**src/rtl/simmem_pkg.sv**
```systemverilog
// Shared simmem types and parameters: AXI-side request/response payloads and
// DRAM row-buffer timing defaults used by the memory-end responders.
package simmem_pkg;

    localparam int unsigned AxAddrWidth       = 16;
    localparam int unsigned RowBufferLenWidth = 8;
    localparam int unsigned RowAddrWidth      = AxAddrWidth - RowBufferLenWidth;
    localparam int unsigned IdWidth           = 4;
    localparam int unsigned AxLenWidth        = 8;
    localparam int unsigned XDataWidth        = 14;
    localparam int unsigned XRespWidth        = 2;
    localparam int unsigned MaxRBurstLen      = 4;
    localparam int unsigned MaxReadBurstWidth = $clog2(MaxRBurstLen);

    localparam int unsigned RowHitCost     = 10;
    localparam int unsigned PrechargeCost  = 50;
    localparam int unsigned ActivationCost = 45;

    typedef struct packed {
        logic [IdWidth-1:0]     id;
        logic [AxAddrWidth-1:0] addr;
        logic [AxLenWidth-1:0]  burst_length;
    } raddr_req_t;

    typedef struct packed {
        logic [IdWidth-1:0]    id;
        logic [XDataWidth-1:0] data;
        logic [XRespWidth-1:0] response;
        logic                  last;
    } rdata_t;

    typedef enum logic [1:0] {
        IDLE = 2'd0,
        WAIT = 2'd1,
        SEND = 2'd2
    } rdata_responder_state_e;

endpackage

```
**src/rtl/simmem_row_cost.sv**
```systemverilog
// Row-buffer access latency: activation only when no row is open, hit cost for
// the open row, otherwise precharge of the old row plus activation of the new.
module simmem_row_cost #(
    parameter int unsigned RowHitCost     = simmem_pkg::RowHitCost,
    parameter int unsigned PrechargeCost  = simmem_pkg::PrechargeCost,
    parameter int unsigned ActivationCost = simmem_pkg::ActivationCost,
    parameter int unsigned CostWidth      = 8
) (
    input  logic [simmem_pkg::RowAddrWidth-1:0] row,
    input  logic [simmem_pkg::RowAddrWidth-1:0] open_row,
    input  logic                                row_open,
    output logic [CostWidth-1:0]                cost
);

    always_comb begin
        cost = CostWidth'(ActivationCost);
        if (row_open) begin
            cost = (row == open_row) ? CostWidth'(RowHitCost)
                                     : CostWidth'(PrechargeCost + ActivationCost);
        end
    end

endmodule

```
**src/rtl/simmem_rdata_responder.sv**
```systemverilog
// Memory-end read responder: charges a row-buffer latency per request, then
// streams the burst as deterministic data beats carrying the request id.
module simmem_rdata_responder #(
    parameter int unsigned RowHitCost     = simmem_pkg::RowHitCost,
    parameter int unsigned PrechargeCost  = simmem_pkg::PrechargeCost,
    parameter int unsigned ActivationCost = simmem_pkg::ActivationCost,
    parameter int unsigned CostWidth      = 8
) (
    input  logic                   clk_i,
    input  logic                   rst_ni,
    input  simmem_pkg::raddr_req_t raddr_i,
    input  logic                   raddr_valid_i,
    output logic                   raddr_ready_o,
    output simmem_pkg::rdata_t     rdata_o,
    output logic                   rdata_valid_o,
    input  logic                   rdata_ready_i
);

    import simmem_pkg::*;

    rdata_responder_state_e state_q, state_d;

    logic [CostWidth-1:0]         wait_cnt_q, wait_cnt_d;
    logic [MaxReadBurstWidth-1:0] beat_idx_q, beat_idx_d;
    logic [MaxReadBurstWidth-1:0] len_q, len_d;
    logic [IdWidth-1:0]           id_q, id_d;
    logic [AxAddrWidth-1:0]       addr_q, addr_d;
    logic [RowAddrWidth-1:0]      open_row_q, open_row_d;
    logic                         row_open_q, row_open_d;

    logic [RowAddrWidth-1:0]      req_row;
    logic [CostWidth-1:0]         req_cost;
    rdata_t                       rdata_d;
    logic                         rdata_valid_d;
    logic                         raddr_ready_d;
    logic                         unused_len_bits;

    assign req_row = raddr_i.addr[AxAddrWidth-1:RowBufferLenWidth];
    // Only the low length bits select the beat count; the rest are ignored.
    assign unused_len_bits = ^raddr_i.burst_length[AxLenWidth-1:MaxReadBurstWidth];

    simmem_row_cost #(
        .RowHitCost     (RowHitCost),
        .PrechargeCost  (PrechargeCost),
        .ActivationCost (ActivationCost),
        .CostWidth      (CostWidth)
    ) u_row_cost (
        .row      (req_row),
        .open_row (open_row_q),
        .row_open (row_open_q),
        .cost     (req_cost)
    );

    // Next-state, datapath and next-output logic.
    always_comb begin
        state_d    = state_q;
        wait_cnt_d = wait_cnt_q;
        beat_idx_d = beat_idx_q;
        len_d      = len_q;
        id_d       = id_q;
        addr_d     = addr_q;
        open_row_d = open_row_q;
        row_open_d = row_open_q;

        unique case (state_q)
            IDLE: begin
                if (raddr_valid_i) begin
                    state_d    = WAIT;
                    id_d       = raddr_i.id;
                    addr_d     = raddr_i.addr;
                    len_d      = raddr_i.burst_length[MaxReadBurstWidth-1:0];
                    wait_cnt_d = req_cost - CostWidth'(1);
                    open_row_d = req_row;
                    row_open_d = 1'b1;
                end
            end
            WAIT: begin
                if (wait_cnt_q == '0) begin
                    state_d = SEND;
                end else begin
                    wait_cnt_d = wait_cnt_q - CostWidth'(1);
                end
            end
            SEND: begin
                if (rdata_ready_i) begin
                    if (beat_idx_q == len_q) begin
                        state_d    = IDLE;
                        beat_idx_d = '0;
                    end else begin
                        beat_idx_d = beat_idx_q + MaxReadBurstWidth'(1);
                    end
                end
            end
            default: state_d = IDLE;
        endcase

        // Outputs are registered, so they are built from the upcoming state.
        rdata_d       = '0;
        rdata_valid_d = (state_d == SEND);
        raddr_ready_d = (state_d == IDLE);
        if (state_d == SEND) begin
            rdata_d.id       = id_q;
            rdata_d.data     = XDataWidth'(addr_q + AxAddrWidth'(beat_idx_d));
            rdata_d.response = '0;
            rdata_d.last     = (beat_idx_d == len_q);
        end
    end

    always_ff @(posedge clk_i or negedge rst_ni) begin
        if (!rst_ni) begin
            state_q       <= IDLE;
            wait_cnt_q    <= '0;
            beat_idx_q    <= '0;
            len_q         <= '0;
            id_q          <= '0;
            addr_q        <= '0;
            open_row_q    <= '0;
            row_open_q    <= 1'b0;
            rdata_o       <= '0;
            rdata_valid_o <= 1'b0;
            raddr_ready_o <= 1'b1;
        end else begin
            state_q       <= state_d;
            wait_cnt_q    <= wait_cnt_d;
            beat_idx_q    <= beat_idx_d;
            len_q         <= len_d;
            id_q          <= id_d;
            addr_q        <= addr_d;
            open_row_q    <= open_row_d;
            row_open_q    <= row_open_d;
            rdata_o       <= rdata_d;
            rdata_valid_o <= rdata_valid_d;
            raddr_ready_o <= raddr_ready_d;
        end
    end

endmodule

```
**config.mk**
```make
export PLATFORM = sky130hd
export DESIGN_NAME = simmem_rdata_responder
export DESIGN_NICKNAME = d
export VERILOG_FILES = /design/src/rtl/simmem_pkg.sv /design/src/rtl/simmem_row_cost.sv /design/src/rtl/simmem_rdata_responder.sv
export SDC_FILE = /design/constraint.sdc
export NUM_CORES = 1
export LEC_CHECK = 0
export CAP_MARGIN = 20
export CORE_UTILIZATION = 45
export CTS_CLUSTER_SIZE = 25
export DETAILED_ROUTE_END_ITERATION = 6
export HOLD_SLACK_MARGIN = 0.05
export PLACE_DENSITY_LB_ADDON = 0.12
export SLEW_MARGIN = 25
export SYNTH_ARGS = -nofsm -noshare
export SYNTH_HDL_FRONTEND = slang
export SYNTH_SLANG_ARGS = --single-unit
```
**constraint.sdc**
```tcl
create_clock -name clk_i -period 3.5 [get_ports clk_i]
set_input_delay 0.7 -clock clk_i [delete_from_list [all_inputs] [get_ports clk_i]]
set_output_delay 0.7 -clock clk_i [all_outputs]
set_load 0.01 [all_outputs]
```
### Word-level counts from Yosys, hierarchy flattened

Cells that the tools add are included.

* $add $sub $neg: 4
* $mul: 0
* div/mod/pow operators: 0
* magnitude comparators: 0
* eq/ne operators: 8
* shift operators: 0
* multiplexer cells: 14
* bitwise logic cells: 0
* reductions and logical operators: 6

Operators by type and width (number)
* 2-to-1 mux 8 bit: 3
* 2-to-1 mux 21 bit: 1
* case mux 8 bit (2 select lines): 1
* subtractor 8 x 1 -> 8 bit (second input constant): 2
* adder 14 x 2 -> 14 bit: 1
* 2-to-1 mux 2 bit: 7
* == test 8 bit: 1
* logical NOT 8 bit: 1
* 2-to-1 mux 7 bit: 1
* case mux 2 bit (3 select lines): 1
* == test 2 bit: 2
* == test 2 bit (second input constant): 2
* logical NOT 2 bit: 2
* inequality test 2 bit (second input constant): 2
* AND reduction 3 bit: 1
* adder 2 x 1 -> 2 bit (second input constant): 1
* == test 2 x 1 -> 1 bit (second input constant): 1
* AND reduction 2 bit: 1
* nonzero test 2 bit: 1

* bits in registers: 64
* latch bits: 0
* memory bits (writable): 0
* memory bits (read-only): 0
* input bits: 32
* output and inout bits: 23
* logic and storage cells: 46
* memories kept: 0

### Longest topological paths before layout

* depth in word-level cells: 6
* mapped depth: 12
* mapped depth without buffers: 11

### Cells and area by module

A second synthesis with hierarchy kept.

* cells, all modules: 321
* area, all modules: 2874.0 um^2

By module, submodules not included
* simmem_rdata_responder: instances 1, cells an instance 301, area an instance 2732.6 um^2, seq. area each 1402.6 um^2
* simmem_row_cost: instances 1, cells an instance 20, area an instance 141.4 um^2, seq. area each 0.0 um^2

### Worst setup path before layout

No wires, ideal clock.

* path kind: in2reg
* start point: input rdata_ready_i
* end point: register rdata_o[13] (netlist name)
* library setup time: 121 ps
* data arrival time: 2378 ps
* data required time: 3379 ps
* setup slack: 1000 ps
* stages: 10
* path buffers: 0
* cell sequence: nand3b_2 -> nor2_1 -> mux2_2 -> ha_1 -> inv_1 -> fa_1 -> nand2b_1 -> nor4_1 -> xnor2_1 -> nor2_1

RTL lines
* from (decl): line simmem_rdata_responder.sv:16 `input logic rdata_ready_i`
* to (signal assigned): line simmem_rdata_responder.sv:131 `rdata_o <= rdata_d;`
* to (decl): line simmem_rdata_responder.sv:14 `output simmem_pkg::rdata_t rdata_o,`

### Worst setup path in the final report

* start point: input raddr_i[20] (netlist name)
* end point: register wait_cnt_q[2]

* cells in the longest elaborated chain, start to end: 6

RTL lines
* from (decl): line simmem_rdata_responder.sv:11 `input simmem_pkg::raddr_req_t raddr_i,`
* == test 8 bit: line simmem_row_cost.sv:18 `cost = (row == open_row) ? CostWidth'(RowHitCost)`
* 2-to-1 mux 7 bit: line simmem_row_cost.sv:18
* 2-to-1 mux 8 bit: line simmem_row_cost.sv:17 `if (row_open) begin`
* subtractor 8 x 1 -> 8 bit: line simmem_rdata_responder.sv:72 `wait_cnt_d = req_cost - CostWidth'(1);`
* 2-to-1 mux 8 bit: line simmem_rdata_responder.sv:67 `if (raddr_valid_i) begin`
* case mux 8 bit (2 select lines): line simmem_rdata_responder.sv:65 `unique case (state_q)`
* to (signal assigned): line simmem_rdata_responder.sv:124 `wait_cnt_q <= wait_cnt_d;`
* to (decl): line simmem_rdata_responder.sv:23 `logic [CostWidth-1:0] wait_cnt_q, wait_cnt_d;`

Every way passes these cells. The select of a mux whose other input is x is not followed.
A chain may end at the register's enable or synchronous reset.

==> flow_summary.ini <==
[logic_synthesis]
yosysTopAreaCell = dfrtp_1
synth_cell_types = 58
synth_ff_type = dfrtp_1
seq_area_frac_synth_pct = 50.02
synth_edf_count = 0
netlist_top_cells_area = dfrtp_1, nand2_1, xnor2_1
ys_ff_latch = 56
netlist.area_leader.share_pct = 49.09
ys_warn_count = 0
avgSynthCellArea_um2 = 9.537
syn-cell-area_um2 = 2804
synth_cells = 294
async_reset_ff_share_pct = 100.0

[place]
dpl_cell_area_um2 = 3296
gp_congestion = 0.7676
placement.io_buffers = 46
hpwl_mm = 3.924

[route]
num_vias = 2125
dr.pass1.iters = 4
drt_iter0_markers = 91
wl_per_cell_um = 13.52
ant_nets = 0
viasPerCell = 5.170
totalWireLength_mm = 5.558
drc = 0

[pwr]
finalPower_w = 0.002260
vdd_drop_max_uv = 375.1
powerDensity_nw_per_um2 = 666.6
leakage_nw = 1.479

[timing]
tns_ps = 0
fmax_ghz = 0.3409
setup_viol = 0
drv_slew = 0
period_share_pct = 83.82
grt_setup_unrepaired = false
fin_crit_ps = 2934
finalClockSkew_ps = 13.70
tightest_slew_ps = 570.8
hold_ws_ps = 376.6
timing.slew.headroom_pct = 61.94
hold_viol = 0

[cells_and_area]
nNetsFinal = 371
diodes = 0
layout-drive-gt1-share_pct = 6.548
final_util_pct = 56.93
layout_commonest_cell = nand2_1
final_cell_mix = nand2_1, dfrtp_1, clkdlybuf4s50_1
stdcell_area_um2 = 3391
syn_to_final_growth_pct = 20.93

[grt]
gr-total-overflow = 0
antenna_found_initial = 0
grt_max_degree = 34
grt_pass1_vias = 1987
grt_pass1_wl_mm = 9.328
grt_usage_pct = 18.83

[flow_run]
max_cap_violations = 0

[clock_network]
clock_path_buffers = 2
post_cts_resize_count = 0
root_buffer = clkbuf_8
cts.sinks = 56
post_cts_buffers = 0
cts_tree = done
clock_latency_ps = 310
cts.htree.levels = 2
clk_pin_slew_worst_paths_ps = 90
numCtsBuffers = 5
cts_hold_buf = 0

[worst_setup_path]
critPathRequiredTime_ps = 3660
critPathMaxFanout = 8
crit_start = raddr_i[20]
worstSetupStartpointType = input port
timing_worst_setup_path_type = input port to flip-flop
end_kind = flip-flop
r2r_start = state_q[0]
cp.arrival_ps = 3090

[die]
start_util_pct = 47.08
core_region_area_um2 = 5956
ios = 55
die_x_um = 80.94
fp.dieH_um = 80.94
fp.dieArea_um2 = 6550
rows = 28

[outcome]
outcome = finished clean

[hold_path]
hold_path.class = input port to async pin
## synth_stat cells, drive strengths merged (3+ instances only)
library cell / n
dfrtp: 55
nor4: 9
nand2b: 6
buf: 13
a21oi: 6
xor2: 10
inv: 9
nand2: 73
ha: 3
nor2b: 6
nor3: 4
o21ai: 6
nor2: 22
nand3b: 4
nor3b: 3
o211ai: 3
clkbuf: 4
nand3: 8
and3: 3
xnor2: 12
## per-layer routing
layer  global-route usage (%)  wire (µm)
met1                    25.82       2640
met4                    5.357         68
met3                    3.708        181
met2                    30.17       2667
met5                        0          0
## stage by stage
step,setup WS [ps],std cells
finish,566.5,411
global route,352.2,411
CTS,563.4,411
detailed placement,228.9,403
global placement,269.7,403
floorplan,1000,295
## kinds of logic (layout without fill, tap and decap cells)
| group | Yosys count | after routing | share of synthesized area, % |
|---|---|---|---|
| AND/OR/NAND/NOR | 146 | 146 | 25.75 |
| flip-flops | 56 | 56 | 50.02 |
| AO/OA/AOI/OAI | 37 | 37 | 9.728 |
| buffers and inverters | 26 | 67 | 4.685 |
| XOR/XNOR | 22 | 22 | 6.872 |
| adder cells (fa/ha/maj) | 4 | 4 | 2.053 |
| multiplexers | 2 | 2 | 0.7586 |
| other | 1 | 2 | 0.1337 |
## state kept, by name, summed over array words and instances, names as in the netlist
signal,flops
raddr_ready_o,1
addr_q,13
wait_cnt_q,8
len_q,2
open_row_q,3
id_q,4
state_q,2
row_open_q,1
rdata_valid_o,1
rdata_o,19
beat_idx_q,2
## final timing paths
kind	end	slack [ps]	cells after the start
max in group asynchronous	addr_q[8]	2310	2
min in group clk_i	id_q[1]	470	2
max reg2reg	rdata_o[13]	830	10
min reg2reg	id_q[1]	470	2
min	rdata_o[0]	380	1
max	wait_cnt_q[2]	570	10
## worst max-delay path, stage by stage
cell and delay [ps]:
clkdlybuf4s50_1 440, xor2_1 180, nor4_1 480, nand3_1 170, mux2i_1 170, ha_1 330, or4b_1 160, a21oi_1 60
a211oi_1 210, o311ai_0 190
## final cells by class
cell class	count	area, µm²
clock buffers	7	86.33
repair buffers	50	485.5
multi-input cells	213	1280
flip-flops and latches	56	1403
fillers	568	2565
inverters	9	33.78
well taps	75	93.84
clock inverters	1	8.758
## report_power, final
| part | internal (W) | switching (W) | leakage [nW] | total, W |
|---|---|---|---|---|
| Clock | 0.000163 | 0.000204 | 0.0484 | 0.000367 |
| Sequential | 0.000839 | 0.000248 | 0.715 | 0.00109 |
| Combinational | 0.000387 | 0.000419 | 0.716 | 0.000806 |
| Total | 0.00139 | 0.000872 | 1.48 | 0.00226 |
(Power assumes the default switching activity.)
